<file path="config.mk">
export PLATFORM = sky130hd
export DESIGN_NAME = hazard_fwd_unit
export DESIGN_NICKNAME = d
export VERILOG_FILES = /design/src/rtl/hazard_fwd_unit.sv
export SDC_FILE = /design/constraint.sdc
export NUM_CORES = 1
export LEC_CHECK = 0
export ABC_AREA = 1
export BUFFER_PORTS_ARGS = -buffer_cell sky130_fd_sc_hd__buf_4
export CAP_MARGIN = 20
export CORE_ASPECT_RATIO = 1.1
export CORE_UTILIZATION = 45
export DETAILED_ROUTE_END_ITERATION = 12
export PLACE_DENSITY_LB_ADDON = 0.12
export SETUP_SLACK_MARGIN = 0.15
export SYNTH_ARGS = -nofsm -noshare
export SYNTH_HDL_FRONTEND = slang
export SYNTH_SLANG_ARGS = --single-unit
</file>
<file path="constraint.sdc">
create_clock -name clk -period 4.95 [get_ports clk]
set_input_delay 0.495 -clock clk [delete_from_list [all_inputs] [get_ports clk]]
set_output_delay 0.495 -clock clk [all_outputs]
set_load 0.03 [all_outputs]
</file>
<file path="src/rtl/hazard_fwd_unit.sv">
// Hazard and forwarding unit for an in-order pipeline.
// Resolves decode-stage operands from EX, WB or a one-entry hold register.
// Generates load-use stalls of LD_LAT cycles and one-cycle branch flushes.
module hazard_fwd_unit #(
  parameter int unsigned XLEN   = 32,
  parameter int unsigned AW     = 5,
  parameter int unsigned LD_LAT = 1,
  parameter int unsigned CNT_W  = 32
) (
  input  logic             clk,
  input  logic             rstn,
  input  logic             id_valid,
  input  logic [AW-1:0]    id_rs1,
  input  logic [AW-1:0]    id_rs2,
  input  logic             id_rs1_used,
  input  logic             id_rs2_used,
  input  logic [XLEN-1:0]  rf_rs1,
  input  logic [XLEN-1:0]  rf_rs2,
  input  logic             ex_regw,
  input  logic             ex_is_load,
  input  logic [AW-1:0]    ex_rd,
  input  logic [XLEN-1:0]  ex_result,
  input  logic             wb_regw,
  input  logic [AW-1:0]    wb_rd,
  input  logic [XLEN-1:0]  wb_data,
  input  logic             branch_taken,
  output logic [XLEN-1:0]  fwd_rs1,
  output logic [XLEN-1:0]  fwd_rs2,
  output logic             stall_if,
  output logic             stall_id,
  output logic             bubble_ex,
  output logic             flush_id,
  output logic [CNT_W-1:0] stall_cycles
);

  // Remaining-stall counter only needs to reach LD_LAT-1 (at most 3).
  localparam int unsigned LCW = 2;

  typedef enum logic [1:0] {
    S_IDLE    = 2'd0,
    S_LDSTALL = 2'd1,
    S_FLUSH   = 2'd2
  } state_e;

  state_e           state_q, state_d;
  logic [LCW-1:0]   cnt_q, cnt_d;
  logic             hold_v_q;
  logic [AW-1:0]    hold_rd_q;
  logic [XLEN-1:0]  hold_data_q;
  logic [CNT_W-1:0] stall_cycles_q;

  logic ld_use;
  logic stall_c;
  logic bubble_c;
  logic flush_c;
  logic ex_fwd_en;

  // Operand source selection; reset forces plain regfile data.
  function automatic logic [XLEN-1:0] resolve(
    input logic            live,
    input logic [AW-1:0]   rs,
    input logic [XLEN-1:0] rf,
    input logic            ex_en,
    input logic [AW-1:0]   exrd,
    input logic [XLEN-1:0] exres,
    input logic            wb_en,
    input logic [AW-1:0]   wbrd,
    input logic [XLEN-1:0] wbd,
    input logic            hv,
    input logic [AW-1:0]   hrd,
    input logic [XLEN-1:0] hd
  );
    logic [XLEN-1:0] r;
    r = rf;
    if (rs == '0)                   r = '0;
    else if (!live)                 r = rf;
    else if (ex_en && exrd == rs)   r = exres;
    else if (wb_en && wbrd == rs)   r = wbd;
    else if (hv && hrd == rs)       r = hd;
    return r;
  endfunction

  assign ex_fwd_en = ex_regw && !ex_is_load;

  // Forwarded operands for both decode sources.
  always_comb begin
    fwd_rs1 = resolve(rstn, id_rs1, rf_rs1, ex_fwd_en, ex_rd, ex_result,
                      wb_regw, wb_rd, wb_data, hold_v_q, hold_rd_q, hold_data_q);
    fwd_rs2 = resolve(rstn, id_rs2, rf_rs2, ex_fwd_en, ex_rd, ex_result,
                      wb_regw, wb_rd, wb_data, hold_v_q, hold_rd_q, hold_data_q);
  end

  assign ld_use = id_valid && ex_regw && ex_is_load && (ex_rd != '0) &&
                  ((id_rs1_used && (id_rs1 == ex_rd)) ||
                   (id_rs2_used && (id_rs2 == ex_rd)));

  // Next-state and control decode; a taken branch overrides everything.
  always_comb begin
    state_d  = state_q;
    cnt_d    = cnt_q;
    stall_c  = 1'b0;
    bubble_c = 1'b0;
    flush_c  = 1'b0;
    if (branch_taken) begin
      flush_c  = 1'b1;
      bubble_c = 1'b1;
      state_d  = S_FLUSH;
      cnt_d    = '0;
    end else begin
      case (state_q)
        S_IDLE: begin
          if (ld_use) begin
            stall_c  = 1'b1;
            bubble_c = 1'b1;
            if (LD_LAT > 1) begin
              state_d = S_LDSTALL;
              cnt_d   = LCW'(LD_LAT - 1);
            end
          end
        end
        S_LDSTALL: begin
          stall_c  = 1'b1;
          bubble_c = 1'b1;
          cnt_d    = cnt_q - LCW'(1);
          if (cnt_q <= LCW'(1)) state_d = S_IDLE;
        end
        S_FLUSH: begin
          state_d = S_IDLE;
        end
        default: begin
          state_d = S_IDLE;
          cnt_d   = '0;
        end
      endcase
    end
  end

  // Controls read zero while reset is asserted.
  assign stall_if     = stall_c  && rstn;
  assign stall_id     = stall_c  && rstn;
  assign bubble_ex    = bubble_c && rstn;
  assign flush_id     = flush_c  && rstn;
  assign stall_cycles = stall_cycles_q;

  // FSM state and remaining-stall counter.
  always_ff @(posedge clk or negedge rstn) begin
    if (!rstn) begin
      state_q <= S_IDLE;
      cnt_q   <= '0;
    end else begin
      state_q <= state_d;
      cnt_q   <= cnt_d;
    end
  end

  // Hold register covers the regfile's registered read-after-write gap.
  always_ff @(posedge clk or negedge rstn) begin
    if (!rstn) begin
      hold_v_q    <= 1'b0;
      hold_rd_q   <= '0;
      hold_data_q <= '0;
    end else begin
      hold_v_q    <= wb_regw && (wb_rd != '0);
      hold_rd_q   <= wb_rd;
      hold_data_q <= wb_data;
    end
  end

  // Saturating count of decode stall cycles.
  always_ff @(posedge clk or negedge rstn) begin
    if (!rstn) begin
      stall_cycles_q <= '0;
    end else if (stall_id && (stall_cycles_q != '1)) begin
      stall_cycles_q <= stall_cycles_q + CNT_W'(1);
    end
  end

endmodule

</file>
==> impl_metrics.csv, run 1 <==
group,metric,value,unit
detailed_routing,drtIter0Drc,711,
sta,finalMaxSlewViolations,0,
sta,tightest_slew,0.896,ns
finish,layout.nets,1466,
clock_network,cts_resized,0,
clock_network,numCtsBuffers,9,
clock_network,clockBufferDepth,2,
logic_synthesis,synth_nets,1253,
global_routing,grt_overflow,0,
finish,fill_cells,1492,
global_routing,grt_usage,31.3,%
logic_synthesis,synth-warning-count,0,
min_path,worstHoldPathType,"input pin to async pin",
die,dieArea,15300,sq um
critical_path,start_kind,"flip-flop",
sta,finalSetupTns,0,ns
logic_synthesis,ys_seq_elements,71,
logic_synthesis,synth_cells,1095,
power,seqPwrFrac,32.0,%
critical_path,crit_fanout,33,
global_routing,grt_pass1_wl,38000,microns
global_routing,antenna_found_initial,0,
logic_synthesis,synth.distinct_cells,35,
detailed_routing,drt_wl_total,24400,microns
placed_design,dp.cells,1488,
power,ir_worst_vdd,0.180,mV
sta,hold-worst-slack,0.213,ns
critical_path,worstReg2RegEnd,"stall_cycles[10]",
power,p_total,1.90,mW
clock_network,clk_pin_slew,0.06,ns
placed_design,hpwl,17900,microns
detailed_routing,routedWlPerCell,16.2,microns
finish,syn_to_final_growth,34.7,%
detailed_routing,dr.pass1.iters,5,
critical_path,arrival,2.81,ns
critical_path,cp-end-kind,"output pin",
finish,stdcell_count,1505,
clock_network,clk-insertion-delay-late,0.34,ns
logic_synthesis,syn_area_per_cell,6.09,sq um
sta,max_freq,302,MHz
finish,drive_above_1_share,24.8,%
placed_design,gp_congestion,0.928,
die,rows,46,
placed_design,port_buffers,256,
detailed_routing,avgViaCountPerCell,5.43,
sta,relSlewSlack,40.1,%
critical_path,reg2reg_from,"stall_cycles[0]",
detailed_routing,via_count,8167,
power,switchingPower,623,uW
placed_design,post-place-ws,1.74,ns
sta,finalWorstSetupSlack,1.64,ns
power,clkPwrFrac,38.0,%
clock_network,htree_levels,3,
sta,fin_crit_sh,66.8,%
finish,layout_common_cells,"267 x buf_4, 265 x nand2_1, 166 x inv_1, 137 x nand3_1, 104 x o21ai_0",
detailed_routing,ant_nets,0,
die,die_w,118,microns
run_status,outcome,"finished, final reports clean",
clock_network,cts_hold_buf,0,
die,start_util,46.1,%
finish,layout_commonest_cell,"buf_4",
critical_path,path_class,"flip-flop to output pin",
clock_network,cts_tree,"yes",
logic_synthesis,yosysSeqAreaShare,26.7,%
power,switching_share,32.8,%
critical_path,reg2regPathDepth,14,
critical_path,reg2reg_slack,2.69,ns
sta,setup_viol,0,
power,power_density,211,nW/um^2
power,combPwrFrac,30.0,%
sta,min_period,3.31,ns
sta,rsz0062_at_grt,"no",
die,core,14400,sq um
clock_network,post-cts-setup-buffer-count,0,
logic_synthesis,syn_area,6670,sq um
clock_network,root_buffer,"clkbuf_16",
clock_network,numClockSinks,71,
global_routing,grt_max_degree,113,
global_routing,grt_pass1_vias,7416,
power,p_leak,4.85,nW
critical_path,crit_required,4.45,ns
die,fp.dieH,130,microns
sta,fin_skew,0.00526,ns
job,drv_cap,0,
sta,hold_viol,0,
finish,antenna_cells,0,
power,p_int,1.27,mW
detailed_routing,drc_errors,0,
die,io_pins,257,
-- final cells by class --
class / instances / area (sq um) / share of cell area (%)
inverter: 178 / 669 / 7.45
sequential: 71 / 1780 / 19.8
multi-input combinational: 779 / 3930 / 43.8
timing repair buffer: 269 / 2040 / 22.7
tap: 192 / 240 / 2.67
clock inverter: 7 / 103 / 1.14
clock buffer: 9 / 225 / 2.51
-- power groups by stage --
stage / clock, mW / combinational, mW / sequential [mW]
finish: 0.722 / 0.569 / 0.607
global route: 0.760 / 0.617 / 0.608
CTS: 0.737 / 0.568 / 0.607
detailed placement: 0 / 0.566 / 0.618
global placement: 0 / 0.565 / 0.618
floorplan: 0 / 0.301 / 0.616
-- critical path, cell delays in order, from the launching register on --
cell and delay, ns:
dfrtp_1 0.41, xor2_1 0.18, nor2_2 0.10, buf_4 0.35
nand2_1 0.38, buf_4 0.35, nand2_1 0.09, nand3_1 0.07
nand3_1 0.09, nand2_1 0.07, a21boi_0 0.16, buf_4 0.19
-- logic make-up (layout without fill, tap and decap cells) --
logic type	Yosys count	count (layout)	synth area share, %
and+or+nand+nor	507	507	35.2
AOI/OAI and AO/OA	263	263	22.3
buffers and inverters	245	463	14.6
DFF	71	71	26.7
xor gates and xnor gates	8	8	1.05
adders and majority gates	1	1	0.188
-- cells in the mapped netlist --
master,count,share of area [%]
a21boi_0,2,0.23
nand3b_2,9,1.5
xnor2_1,4,0.53
clkbuf_1,46,2.6
and3_1,2,0.19
nand4_1,23,2.2
nand3b_1,2,0.23
nor3_2,1,0.15
o22ai_1,4,0.38
buf_8,1,0.23
inv_2,11,0.62
clkinv_2,1,0.075
nand2_2,1,0.094
nor2_1,38,2.1
a21boi_1,1,0.11
nand2_4,1,0.17
o21ai_0,104,7.8
a21oi_1,64,4.8
nand2_1,266,15
buf_4,2,0.23
dfrtp_1,71,27
nor2_4,5,0.84
inv_1,166,9.3
ha_1,1,0.19
buf_2,16,1.2
nor3_1,13,0.98
nand3_1,139,10
buf_6,2,0.34
o21ai_1,24,1.8
a31oi_1,1,0.094
nor2_2,1,0.094
o211ai_1,63,7.1
nor3_4,3,0.73
nand3_2,3,0.45
xor2_1,4,0.53
-- state kept, by name (all words and copies together) (netlist names) --
| register | cells |
|---|---|
| hold_data_q | 32 |
| hold_rd_q | 5 |
| hold_v_q | 1 |
| stall_cycles | 32 |
| state_q | 1 |
-- metrics by stage --
| step | instance area [sq um] | util, % |
|---|---|---|
| floorplan | 6670 | - |
| global placement | 8630 | 59.8 |
| detailed placement | 8630 | 59.8 |
| CTS | 8960 | 62.0 |
| global route | 8980 | 62.2 |
| finish | 8980 | 62.2 |
-- metal layers --
layer,share of wire [%],vias up,GRT usage [%]
met1,40,3744,36.9
met3,6.9,56,6.47
met4,3.1,0,13.0
met2,50,323,55.8
met5,0,-,0
li1,-,4044,-
-- worst max path at each step --
stage / depth (start not counted) / to / startpoint / slack, ns
3_3_place_gp: 10 / fwd_rs2[6] / wb_rd[2] / 1.72
4_1_cts: 11 / fwd_rs2[30] / hold_rd_q[2] / 1.65
5_1_grt: 12 / fwd_rs2[30] / hold_rd_q[1] / 1.45
2_1_floorplan: 10 / fwd_rs1[30] / ex_rd[1] / 2.42
3_5_place_dp: 12 / fwd_rs2[28] / ex_rd[0] / 1.74
6_report: 11 / fwd_rs2[30] / hold_rd_q[2] / 1.64
Note: power is estimated with default switching activity, not from simulation.
==> run 2: changes to the inputs <==
- clock period: 4.95 -> 3.2 ns (I/O delays scaled with it)
==> run 2 against run 1 <==
Combinational power is 55% higher. Largest cell class unchanged. Wire length is 1.3% lower. Flip-flop and latch count stayed put. Design area is 1.1% higher. Highest routed layer unchanged. Worst setup slack worse by 1.3 ns. Critical path type unchanged. Critical endpoint is now fwd_rs2[6].
==> impl_metrics.csv, run 2 (synthesis gave the netlist of run 1 again) <==
group,metric,value,unit
clock_network,clk-insertion-delay-late,0.34,ns
detailed_routing,drc_errors,0,
global_routing,grt_pass1_vias,7442,
finish,syn_to_final_growth,36.2,%
detailed_routing,ant_nets,0,
global_routing,grt_use_met1,36.8,%
critical_path,critPathMaxStageDelay,0.43,ns
critical_path,start_kind,"flip-flop",
global_routing,grt_util_met2,55.8,%
critical_path,worstReg2RegEnd,"stall_cycles[16]",
placed_design,gp_congestion,0.920,
detailed_routing,dr.pass1.iters,5,
global_routing,grt_max_degree,137,
detailed_routing,routedWlPerCell,16.0,microns
sta,fin_skew,0.00238,ns
die,core,14400,sq um
detailed_routing,drtIter0Drc,573,
clock_network,clk_pin_slew,0.06,ns
critical_path,reg2regPathDepth,14,
critical_path,crit_fanout,26,
sta,setup_viol,0,
critical_path,crit_slowest_cell,"dfrtp_1",
sta,tightest_slew,0.620,ns
placed_design,hpwl,17800,microns
clock_network,cts_resized,0,
min_path,whs_path_depth,1,
die,rows,46,
critical_path,arrival,2.58,ns
critical_path,reg2reg_from,"stall_cycles[0]",
sta,finalSetupTns,0,ns
min_path,holdCritStartpoint,"wb_data[21]",
critical_path,crit_required,2.88,ns
sta,max_freq,344,MHz
detailed_routing,avgViaCountPerCell,5.42,
sta,relSlewSlack,58.6,%
global_routing,busiest_layer,"met2",
finish,layout.nets,1474,
critical_path,reg2reg_slack,0.97,ns
sta,fin_crit_sh,90.8,%
clock_network,numCtsBuffers,9,
global_routing,grt_overflow,0,
finish,layout_commonest_cell,"buf_4",
global_routing,grt_usage,31.0,%
finish,antenna_cells,0,
placed_design,dpl_cell_area,8740,sq um
power,power_density,324,nW/um^2
clock_network,cts_tree,"yes",
sta,hold-worst-slack,0.103,ns
sta,finalMaxSlewViolations,0,
sta,rsz0062_at_grt,"no",
finish,final_util,62.9,%
detailed_routing,drt_wl_total,24100,microns
power,p_total,2.94,mW
sta,min_period,2.90,ns
power,p_leak,4.91,nW
die,start_util,46.1,%
clock_network,clockBufferDepth,2,
clock_network,numClockSinks,71,
job,drv_cap,0,
die,io_pins,257,
global_routing,antenna_found_initial,0,
clock_network,root_buffer,"clkbuf_16",
critical_path,cp-end-kind,"output pin",
min_path,whs_endpoint,"hold_data_q[21]",
finish,layout_common_cells,"271 x buf_4, 265 x nand2_1, 166 x inv_1, 137 x nand3_1, 104 x o21ai_0",
detailed_routing,via_count,8203,
die,die_w,118,microns
finish,drive_above_1_share,25.2,%
placed_design,port_buffers,256,
die,dieArea,15300,sq um
critical_path,crit_chain,"nand2_1, nand4_1, nor2_2, buf_4, nand3_1, nand3_1, o211ai_1, a21oi_1, buf_4",
critical_path,path_class,"flip-flop to output pin",
sta,hold_viol,0,
clock_network,post-cts-setup-buffer-count,0,
clock_network,htree_levels,3,
power,ir_worst_vdd,0.186,mV
die,fp.dieH,130,microns
global_routing,grt_pass1_wl,38000,microns
global_routing,use_met3,5.11,%
finish,fin_area,9080,sq um
finish,fill_cells,1478,
run_status,outcome,"finished, final reports clean",
min_path,worstHoldPathType,"input pin to flip-flop",
-- run 2: final cells by class --
| cell class | count | area (sq um) | area share [%] |
|---|---|---|---|
| Tap cell | 192 | 240 | 2.65 |
| Clock buffer | 9 | 225 | 2.48 |
| Sequential cell | 71 | 1780 | 19.6 |
| Timing Repair Buffer | 277 | 2140 | 23.5 |
| Multi-Input combinational cell | 779 | 3930 | 43.3 |
| Clock inverter | 7 | 103 | 1.13 |
| Inverter | 178 | 669 | 7.37 |
-- run 2: worst max path at each step --
| stage | cells after the start | end | start |
|---|---|---|---|
| global placement | 12 | fwd_rs1[21] | ex_rd[1] |
| detailed placement | 11 | fwd_rs2[6] | id_rs2[4] |
| CTS | 9 | fwd_rs2[6] | hold_rd_q[3] |
| floorplan | 8 | fwd_rs2[30] | hold_rd_q[2] |
| global route | 9 | fwd_rs2[21] | hold_rd_q[3] |
| finish | 9 | fwd_rs2[6] | hold_rd_q[3] |
-- run 2: critical path: cells and delay by family, from the launching register on --
family,cells,cell delay [ns]
AOI/OAI and AO/OA,2,0.34
buffers and inverters,2,0.60
DFF,1,0.43
and+or+nand+nor,5,0.88
-- run 2: where the power goes --
group	internal [mW]	switching (mW)
Combinational	0.363	0.521
Sequential	0.924	0.0152
Clock	0.692	0.428
-- run 2: stage by stage --
step                      cells  setup WS (ns)
after floorplan            1095           1.02
after global placement     1496          0.670
after detailed placement   1496          0.663
after CTS                  1513          0.343
after global routing       1513          0.165
final                      1513          0.296
-- run 2: per-layer routing --
layer  vias up  part of all wire (%)  routed length [microns]
met5         -                     0                        0
met4         0                   2.6                      617
met3        45                   7.5                     1820
met2       352                    50                    12100
met1      3741                    40                     9560
li1       4065                     -                        -
-- run 2: timing repair --
action                                  in CTS  in global routing
hold endpoints to repair                    13                  0
hold buffers                                 1                  0
endpoints found under the setup margin       0                  0
